===== src/rtl/axi4_s_bus_wr_fifos_pkg.sv =====
// Shared types for the AXI4-lite slave write front end.
// The decode window helper is only called when AXI4_S_WR_DECERR_EN is defined.
package axi4_s_wr_pkg;

    localparam int ADDR_W = 32;
    localparam int DATA_W = 32;
    localparam int STRB_W = DATA_W / 8;

    typedef enum logic [1:0] {
        OKAY   = 2'd0,
        EXOKAY = 2'd1,
        SLVERR = 2'd2,
        DECERR = 2'd3
    } resp_t;

    typedef struct packed {
        logic [ADDR_W-1:0] addr;
        logic [2:0]        prot;
    } aw_t;

    typedef struct packed {
        logic [DATA_W-1:0] data;
        logic [STRB_W-1:0] strb;
    } w_t;

    // True when addr falls in [base, base+size), evaluated modulo 2**aw
    // so a window near the top of the address space wraps like the bus does.
    function automatic logic in_window(input logic [63:0] addr,
                                       input logic [63:0] base,
                                       input logic [63:0] size,
                                       input int          aw);
        logic [63:0] mask;
        logic [63:0] diff;
        mask = (aw >= 64) ? '1 : ((64'd1 << aw) - 64'd1);
        diff = (addr - base) & mask;
        return diff < (size & mask);
    endfunction

endpackage


===== src/rtl/axi4_s_bus_wr_fifos_if.sv =====
// AW/W/B channels plus the paired command / user response port.
// slave is the front end's view, master is the view of whoever drives the bus.
interface axi4_s_bus_wr_fifos_if #(
    parameter int A_W = 32,
    parameter int D_W = 32
);
    logic [A_W-1:0]   awaddr;
    logic [2:0]       awprot;
    logic             awvalid;
    logic             awready;
    logic [D_W-1:0]   wdata;
    logic [D_W/8-1:0] wstrb;
    logic             wvalid;
    logic             wready;
    logic [1:0]       bresp;
    logic             bvalid;
    logic             bready;
    logic [A_W-1:0]   cmd_addr;
    logic [D_W-1:0]   cmd_data;
    logic [D_W/8-1:0] cmd_strb;
    logic             cmd_valid;
    logic             cmd_ready;
    logic [1:0]       rsp_resp;
    logic             rsp_valid;
    logic             rsp_ready;

    modport slave (
        input  awaddr, awprot, awvalid, wdata, wstrb, wvalid, bready,
        input  cmd_ready, rsp_resp, rsp_valid,
        output awready, wready, bresp, bvalid,
        output cmd_addr, cmd_data, cmd_strb, cmd_valid, rsp_ready
    );

    modport master (
        output awaddr, awprot, awvalid, wdata, wstrb, wvalid, bready,
        output cmd_ready, rsp_resp, rsp_valid,
        input  awready, wready, bresp, bvalid,
        input  cmd_addr, cmd_data, cmd_strb, cmd_valid, rsp_ready
    );
endinterface


===== src/rtl/axi4_s_bus_wr_fifos_tiny_sync_fifo.sv =====
// Small synchronous FIFO with a combinational head. DEPTH must be a power of 2.
// A push into a full FIFO is accepted when a pop happens in the same cycle.
module tiny_sync_fifo #(
    parameter int W     = 8,
    parameter int DEPTH = 2
) (
    input  logic         clk,
    input  logic         reset,
    input  logic         push,
    input  logic [W-1:0] din,
    input  logic         pop,
    output logic [W-1:0] dout,
    output logic         full,
    output logic         empty
);
    localparam int PW = (DEPTH > 1) ? $clog2(DEPTH) : 1;
    localparam int CW = $clog2(DEPTH + 1);

    logic [W-1:0]  mem [DEPTH];
    logic [PW-1:0] wr_ptr;
    logic [PW-1:0] rd_ptr;
    logic [CW-1:0] count;
    logic          do_push;
    logic          do_pop;

    assign empty   = (count == '0);
    assign full    = (count == CW'(DEPTH));
    assign do_pop  = pop & ~empty;
    assign do_push = push & (~full | do_pop);
    assign dout    = mem[rd_ptr];

    // storage array; contents are don't-care until written, so no reset
    always_ff @(posedge clk) begin
        if (do_push) begin
            mem[wr_ptr] <= din;
        end
    end

    // pointers and occupancy
    always_ff @(posedge clk) begin
        if (reset) begin
            wr_ptr <= '0;
            rd_ptr <= '0;
            count  <= '0;
        end else begin
            if (do_push) begin
                wr_ptr <= wr_ptr + PW'(1);
            end
            if (do_pop) begin
                rd_ptr <= rd_ptr + PW'(1);
            end
            case ({do_push, do_pop})
                2'b10:   count <= count + CW'(1);
                2'b01:   count <= count - CW'(1);
                default: count <= count;
            endcase
        end
    end

endmodule


===== src/rtl/axi4_s_bus_wr_fifos.sv =====
// AXI4-lite slave write front end: buffers AW and W, pairs them into one
// command for the user logic, and returns user responses on B in order with
// at most MAX_OUT writes outstanding.
// Optional feature: AXI4_S_WR_DECERR_EN answers writes outside
// [BASE, BASE+SIZE) locally with DECERR instead of issuing them.
module axi4_s_bus_wr_fifos
    import axi4_s_wr_pkg::*;
#(
    parameter int          A_W     = ADDR_W,
    parameter int          D_W     = DATA_W,
    parameter int          MAX_OUT = 4,
    parameter logic [63:0] BASE    = 64'h0,
    parameter logic [63:0] SIZE    = 64'h1000
) (
    input logic                  clk,
    input logic                  reset,
    axi4_s_bus_wr_fifos_if.slave bus
);
    localparam int S_W   = D_W / 8;
    localparam int CNT_W = $clog2(MAX_OUT + 1);

    logic             aw_push, aw_full, aw_empty;
    logic [A_W+2:0]   aw_head;
    logic [A_W-1:0]   aw_head_addr;
    logic [2:0]       aw_head_prot;
    logic             w_push, w_full, w_empty;
    logic [D_W+S_W-1:0] w_head;
    logic             tag_full, tag_empty, tag_head;
    logic             decerr_hit, join_ok, issue, retire, slot_free, b_free;
    logic [CNT_W-1:0] out_cnt;
    logic             bvalid_q;
    resp_t            bresp_q;
    logic             unused_bits;

    assign aw_push     = bus.awvalid & ~aw_full;
    assign w_push      = bus.wvalid & ~w_full;
    assign bus.awready = ~aw_full;
    assign bus.wready  = ~w_full;

    tiny_sync_fifo #(.W(A_W + 3), .DEPTH(2)) aw_fifo (
        .clk(clk), .reset(reset), .push(aw_push), .din({bus.awaddr, bus.awprot}),
        .pop(issue), .dout(aw_head), .full(aw_full), .empty(aw_empty)
    );

    tiny_sync_fifo #(.W(D_W + S_W), .DEPTH(2)) w_fifo (
        .clk(clk), .reset(reset), .push(w_push), .din({bus.wdata, bus.wstrb}),
        .pop(issue), .dout(w_head), .full(w_full), .empty(w_empty)
    );

    // one bit per transaction in issue order: 1 = answer locally with DECERR
    tiny_sync_fifo #(.W(1), .DEPTH(MAX_OUT)) tag_fifo (
        .clk(clk), .reset(reset), .push(issue), .din(decerr_hit),
        .pop(retire), .dout(tag_head), .full(tag_full), .empty(tag_empty)
    );

    assign aw_head_addr = aw_head[A_W+2:3];
    assign aw_head_prot = aw_head[2:0];

`ifdef AXI4_S_WR_DECERR_EN
    assign decerr_hit = ~in_window(64'(aw_head_addr), BASE, SIZE, A_W);
`else
    assign decerr_hit = 1'b0;
`endif
    // prot is carried through the FIFO but nothing downstream consumes it
    assign unused_bits = ^{aw_head_prot, BASE, SIZE};

    // A retire frees a slot in the same cycle, so a full window can still issue.
    assign b_free        = ~bvalid_q | bus.bready;
    assign retire        = ~tag_empty & b_free & (tag_head | bus.rsp_valid);
    assign bus.rsp_ready = ~tag_empty & ~tag_head & b_free;
    assign slot_free     = ((out_cnt < CNT_W'(MAX_OUT)) & ~tag_full) | retire;
    assign join_ok       = ~aw_empty & ~w_empty & slot_free;
    assign issue         = join_ok & (decerr_hit | bus.cmd_ready);

    assign bus.cmd_valid = join_ok & ~decerr_hit;
    assign bus.cmd_addr  = aw_head_addr;
    assign bus.cmd_data  = w_head[D_W+S_W-1:S_W];
    assign bus.cmd_strb  = w_head[S_W-1:0];

    // outstanding count: issued but not yet moved into the B register
    always_ff @(posedge clk) begin
        if (reset) begin
            out_cnt <= '0;
        end else if (issue & ~retire) begin
            out_cnt <= out_cnt + CNT_W'(1);
        end else if (~issue & retire) begin
            out_cnt <= out_cnt - CNT_W'(1);
        end
    end

    // B register: reloads whenever the slot is empty or being consumed
    always_ff @(posedge clk) begin
        if (reset) begin
            bvalid_q <= 1'b0;
            bresp_q  <= OKAY;
        end else if (b_free) begin
            bvalid_q <= retire;
            if (retire) begin
                bresp_q <= tag_head ? DECERR : resp_t'(bus.rsp_resp);
            end
        end
    end

    assign bus.bvalid = bvalid_q;
    assign bus.bresp  = bresp_q;

endmodule


===== src/flat_wrapper.sv =====
// flat-port wrapper written by rule: the top's interface ports become plain ports
module axi4_s_bus_wr_fifos_flat import axi4_s_wr_pkg::*;
#(
    parameter int          A_W     = ADDR_W,
    parameter int          D_W     = DATA_W,
    parameter int          MAX_OUT = 4,
    parameter logic [63:0] BASE    = 64'h0,
    parameter logic [63:0] SIZE    = 64'h1000
)
  (clk, reset, bus_awaddr, bus_awprot, bus_awvalid, bus_wdata, bus_wstrb, bus_wvalid, bus_bready, bus_cmd_ready, bus_rsp_resp, bus_rsp_valid, bus_awready, bus_wready, bus_bresp, bus_bvalid, bus_cmd_addr, bus_cmd_data, bus_cmd_strb, bus_cmd_valid, bus_rsp_ready);
  axi4_s_bus_wr_fifos_if #(.A_W(A_W), .D_W(D_W)) bus_i ();
  input logic clk;
  input logic reset;
  input wire logic [$bits(bus_i.awaddr)-1:0] bus_awaddr;
  input wire logic [$bits(bus_i.awprot)-1:0] bus_awprot;
  input wire logic [$bits(bus_i.awvalid)-1:0] bus_awvalid;
  input wire logic [$bits(bus_i.wdata)-1:0] bus_wdata;
  input wire logic [$bits(bus_i.wstrb)-1:0] bus_wstrb;
  input wire logic [$bits(bus_i.wvalid)-1:0] bus_wvalid;
  input wire logic [$bits(bus_i.bready)-1:0] bus_bready;
  input wire logic [$bits(bus_i.cmd_ready)-1:0] bus_cmd_ready;
  input wire logic [$bits(bus_i.rsp_resp)-1:0] bus_rsp_resp;
  input wire logic [$bits(bus_i.rsp_valid)-1:0] bus_rsp_valid;
  output wire logic [$bits(bus_i.awready)-1:0] bus_awready;
  output wire logic [$bits(bus_i.wready)-1:0] bus_wready;
  output wire logic [$bits(bus_i.bresp)-1:0] bus_bresp;
  output wire logic [$bits(bus_i.bvalid)-1:0] bus_bvalid;
  output wire logic [$bits(bus_i.cmd_addr)-1:0] bus_cmd_addr;
  output wire logic [$bits(bus_i.cmd_data)-1:0] bus_cmd_data;
  output wire logic [$bits(bus_i.cmd_strb)-1:0] bus_cmd_strb;
  output wire logic [$bits(bus_i.cmd_valid)-1:0] bus_cmd_valid;
  output wire logic [$bits(bus_i.rsp_ready)-1:0] bus_rsp_ready;
  assign bus_i.awaddr = bus_awaddr;
  assign bus_i.awprot = bus_awprot;
  assign bus_i.awvalid = bus_awvalid;
  assign bus_i.wdata = bus_wdata;
  assign bus_i.wstrb = bus_wstrb;
  assign bus_i.wvalid = bus_wvalid;
  assign bus_i.bready = bus_bready;
  assign bus_i.cmd_ready = bus_cmd_ready;
  assign bus_i.rsp_resp = bus_rsp_resp;
  assign bus_i.rsp_valid = bus_rsp_valid;
  assign bus_awready = bus_i.awready;
  assign bus_wready = bus_i.wready;
  assign bus_bresp = bus_i.bresp;
  assign bus_bvalid = bus_i.bvalid;
  assign bus_cmd_addr = bus_i.cmd_addr;
  assign bus_cmd_data = bus_i.cmd_data;
  assign bus_cmd_strb = bus_i.cmd_strb;
  assign bus_cmd_valid = bus_i.cmd_valid;
  assign bus_rsp_ready = bus_i.rsp_ready;
  axi4_s_bus_wr_fifos #(.A_W(A_W), .D_W(D_W), .MAX_OUT(MAX_OUT), .BASE(BASE), .SIZE(SIZE)) u_core (.clk(clk), .reset(reset), .bus(bus_i));
endmodule

===== config.mk =====
export PLATFORM = sky130hd
export DESIGN_NAME = axi4_s_bus_wr_fifos_flat
export DESIGN_NICKNAME = d
export VERILOG_FILES = /design/src/rtl/axi4_s_bus_wr_fifos_pkg.sv /design/src/rtl/axi4_s_bus_wr_fifos_if.sv /design/src/rtl/axi4_s_bus_wr_fifos_tiny_sync_fifo.sv /design/src/rtl/axi4_s_bus_wr_fifos.sv /design/src/flat_wrapper.sv
export SDC_FILE = /design/constraint.sdc
export NUM_CORES = 1
export LEC_CHECK = 0
export ABC_AREA = 1
export CELL_PAD_IN_SITES_DETAIL_PLACEMENT = 0
export CELL_PAD_IN_SITES_GLOBAL_PLACEMENT = 2
export CORE_UTILIZATION = 31
export CTS_CLUSTER_SIZE = 16
export DETAILED_ROUTE_END_ITERATION = 7
export GPL_TIMING_DRIVEN = 0
export HOLD_SLACK_MARGIN = 0.06
export PLACE_DENSITY = 0.76
export SLEW_MARGIN = 20
export SYNTH_ARGS = -nofsm -noshare
export SYNTH_HDL_FRONTEND = slang
export SYNTH_SLANG_ARGS = --single-unit
export TNS_END_PERCENT = 1

===== constraint.sdc =====
create_clock -name clk -period 2.6 [get_ports clk]
set_clock_uncertainty 0.2 [all_clocks]
set_input_delay 0.26 -clock clk [delete_from_list [all_inputs] [get_ports clk]]
set_output_delay 0.26 -clock clk [all_outputs]
set_load 0.02 [all_outputs]

==> results.md <==
* Max cap viols at 0
* Async SR Flop Fraction at 0
* Clock Latency Late Sink at 410 ps
* Synth area leaders: edfxtp_1 70%, mux2_2 13%, dfxtp_1 6.5%, a21oi_1 1.5%, inv_1 1.4%
* IO Port Bufs at 150
* Largest family of logic cells by synthesized area: multiplexers
* DR DRC count at 13
* Global-route wire length before repair at 18200 um
* CP Data Required Time at approximately 2100 ps
* Slew headroom at 0.545
* Synth Area in Simple Gates at 0.0376
* Total wire length at 11600 um
* Endpoints failing setup at 0
* Crit Path Category: reg2out
* Synth Area in Compound Gates at 0.0255
* Worst Path Max Fanout at 10
* Mux cell area share after synthesis at 0.131
* Gpl congestion at 0.698
* Top-area cell type share of the netlist area at 0.701
* EDFF count, synth at about 140
* GRT Util Overall at 0.126
* Avg WL per Cell at around 16 um
* Seq/Total Area, Yosys at 0.766
* Top Ports at 155
* RSZ-0062 raised after global routing: true
* P&R area growth vs syn at 43.2%
* Synthesized instance count at around 330
* Min cycle time layout at 2540 ps
* End of the critical path: bus_cmd_addr[15]
* CTS Buf Count at 17
* Arr. time, crit path at 2080 ps
* Top FF cell, synth: edfxtp_1
* Grt ovf at 0
* Pins Over Slew Limit at 0
* Static leakage at 2.91 nW
* DIE WIDTH at 139 um
* Hold WC Path Type: in2reg
* # diodes at 0
* Synth Cell Area at 0.00583 mm^2
* Synth unique cells at 22
* Cell taking the most area after synthesis: edfxtp_1
* Status: finished with violations
* Final Power at 6.79 mW
* Clk sink count at 155
* Worst R2R Setup Slack at 230 ps
* Max IR drop VDD at roughly 0.44 mV
* DRT iter0 DRCs at 156
* Clk pin slew, worst setup/hold paths at 60 ps
* # fillers at 1580
* Placement Rows at 49
* Syn_nets at 419
* Critical Path Start Type: flip-flop
* Antenna viol nets, final at 0
* Die span in y at ~140 um
* Core area at roughly 0.018 mm^2
* FF+latch count, synth at 155
* Dpl hpwl at approximately 8200 um
* R2R cell count at 12
* Setup TNS at 0 ps
* Commonest non-fill, non-tap cells in the layout: 145 x clkdlybuf4s50_1, 136 x edfxtp_1, 66 x mux2_2
* Final Hold Viols at 0
* Failing checks: DRC
* Vias in the first global route at 3435
* TritonCTS clock tree: done
* Die area at slightly below 0.02 mm^2
* Power density over the cells at between 800 and 900 mW/mm^2
* Via-to-Cell Ratio at 4.31
* Xor and xnor area share after synthesis at 0
* Share of post-route cells with drive strength above 1 at 0.221
* Initial core utilization at 0.320
* Capturing point of the worst reg2reg path: u_core.tag_fifo.count[2]$_SDFFE_PP0P_
* H-tree levels at 4
* Initial antenna violation count at 0
* Largest net degree at the start of global routing at 26
* Synth Warn # at 0
* Postcts setup bufs at 0
* Endpoint type of the worst setup path: primary output
* Final net count at 593
* Clock tree buffer depth at 2
* Syn avg cell area at approximately 18 um^2
* Max Clock Freq at 393 MHz
* Worst Max-Slew Pin Slew at around 700 ps
* Commonest non-fill, non-tap cell in the layout: clkdlybuf4s50_1
* Via Count at ~3200
* Worst r2r src: u_core.tag_fifo.count[1]$_SDFFE_PP0P_
* DR pass1 iterations at 8
* Period utilisation layout at 0.979
* Post-synthesis adder-cell area fraction at 0.0155
* Root Buffer: clkbuf_16
## final cells by class
type | count | area (um^2) | share of cell area
timing repair buffer | 155 | 1610 | 0.193
clock inverter | 15 | 160 | 0.0192
multi-input combinational | 147 | 1250 | 0.150
tap | 229 | 287 | 0.0343
clock buffer | 17 | 425 | 0.0510
sequential | 155 | 4460 | 0.535
inverter | 22 | 82.6 | 0.00990
buffer | 9 | 60.1 | 0.00720
## per-stage QoR
step	cells	area (um^2)	util	hold WS, ps	setup slack [ps]
2_1_floorplan	333	5830	-	159	-302
3_3_place_gp	712	7620	0.418	255	-1380
3_5_place_dp	716	7740	0.425	268	-205
4_1_cts	749	8340	0.458	182	2.51
5_1_grt	749	8340	0.458	194	-39.2
6_report	749	8340	0.458	196	55.6
## Yosys cell counts (2+ instances only)
library cell,number
nand2_1,16
mux2_1,2
buf_4,6
edfxtp_1,136
o21ai_0,11
nand3_4,2
nor3_1,3
clkbuf_1,2
mux2_2,66
ha_1,4
inv_1,22
dfxtp_1,19
fa_1,2
and2_1,2
nand4_1,2
nor2_1,16
a21oi_1,17
## routing by layer
layer | vias up | global-route usage | wire length [um]
li1 | 1592 | - | -
met1 | 1520 | 0.146 | 4790
met2 | 99 | 0.212 | 5870
met3 | 14 | 0.0473 | 822
met4 | 0 | 0.0485 | 149
met5 | - | 0 | 0
## flip-flops by register name, indices dropped and copies added (netlist names), named ones only
| name | count |
|---|---|
| u_core.aw_fifo.mem | 64 |
| u_core.w_fifo.count | 2 |
| u_core.w_fifo.wr_ptr | 1 |
| u_core.w_fifo.mem | 72 |
| u_core.w_fifo.rd_ptr | 1 |
| u_core.aw_fifo.count | 2 |
| u_core.aw_fifo.rd_ptr | 1 |
| u_core.bus.bvalid | 1 |
| u_core.aw_fifo.wr_ptr | 1 |
| u_core.tag_fifo.count | 3 |
| u_core.bus.bresp | 2 |
| u_core.out_cnt | 3 |
## critical path: stages (launching register included)
cell and delay (ps):
dfxtp_1 310, clkbuf_1 220, buf_4 240, mux2_2 350, clkdlybuf4s50_1 550
## power by group
| group | switching [mW] | internal [mW] | leakage (nW) |
|---|---|---|---|
| Sequential | 0.0653 | 2.96 | 1.43 |
| Clock | 1.01 | 1.43 | 0.284 |
| Combinational | 0.675 | 0.652 | 1.20 |
| Total | 1.75 | 5.04 | 2.91 |
## timing repair
| action | in CTS | in global routing |
|---|---|---|
| setup endpoints to repair | 14 | 31 |
| resized for setup | 3 | 4 |
| hold buffers | 1 | 0 |
| hold endpoints to repair | 1 | 0 |
## cell families after synthesis
logic type	after synthesis
flops	155
mux	68
simple gates	44
buf+inv	31
compound gates	29
fa+ha+maj	6
## worst min-delay path by stage
stage	start	to	slack [ps]	depth (start not counted)
2_1_floorplan	bus_awaddr[7]	u_core.aw_fifo.mem[0][10]$_DFFE_PP_	160	0
3_3_place_gp	u_core.bus.bresp[1]$_SDFFE_PP0P_	u_core.bus.bresp[1]$_SDFFE_PP0P_	260	2
3_5_place_dp	u_core.bus.bresp[1]$_SDFFE_PP0P_	u_core.bus.bresp[1]$_SDFFE_PP0P_	270	2
4_1_cts	bus_rsp_resp[0]	u_core.bus.bresp[0]$_SDFFE_PP0P_	180	3
5_1_grt	bus_wdata[19]	u_core.w_fifo.mem[0][23]$_DFFE_PP_	190	1
6_report	bus_rsp_resp[0]	u_core.bus.bresp[0]$_SDFFE_PP0P_	200	3
Power figures use the tool's default switching activity.
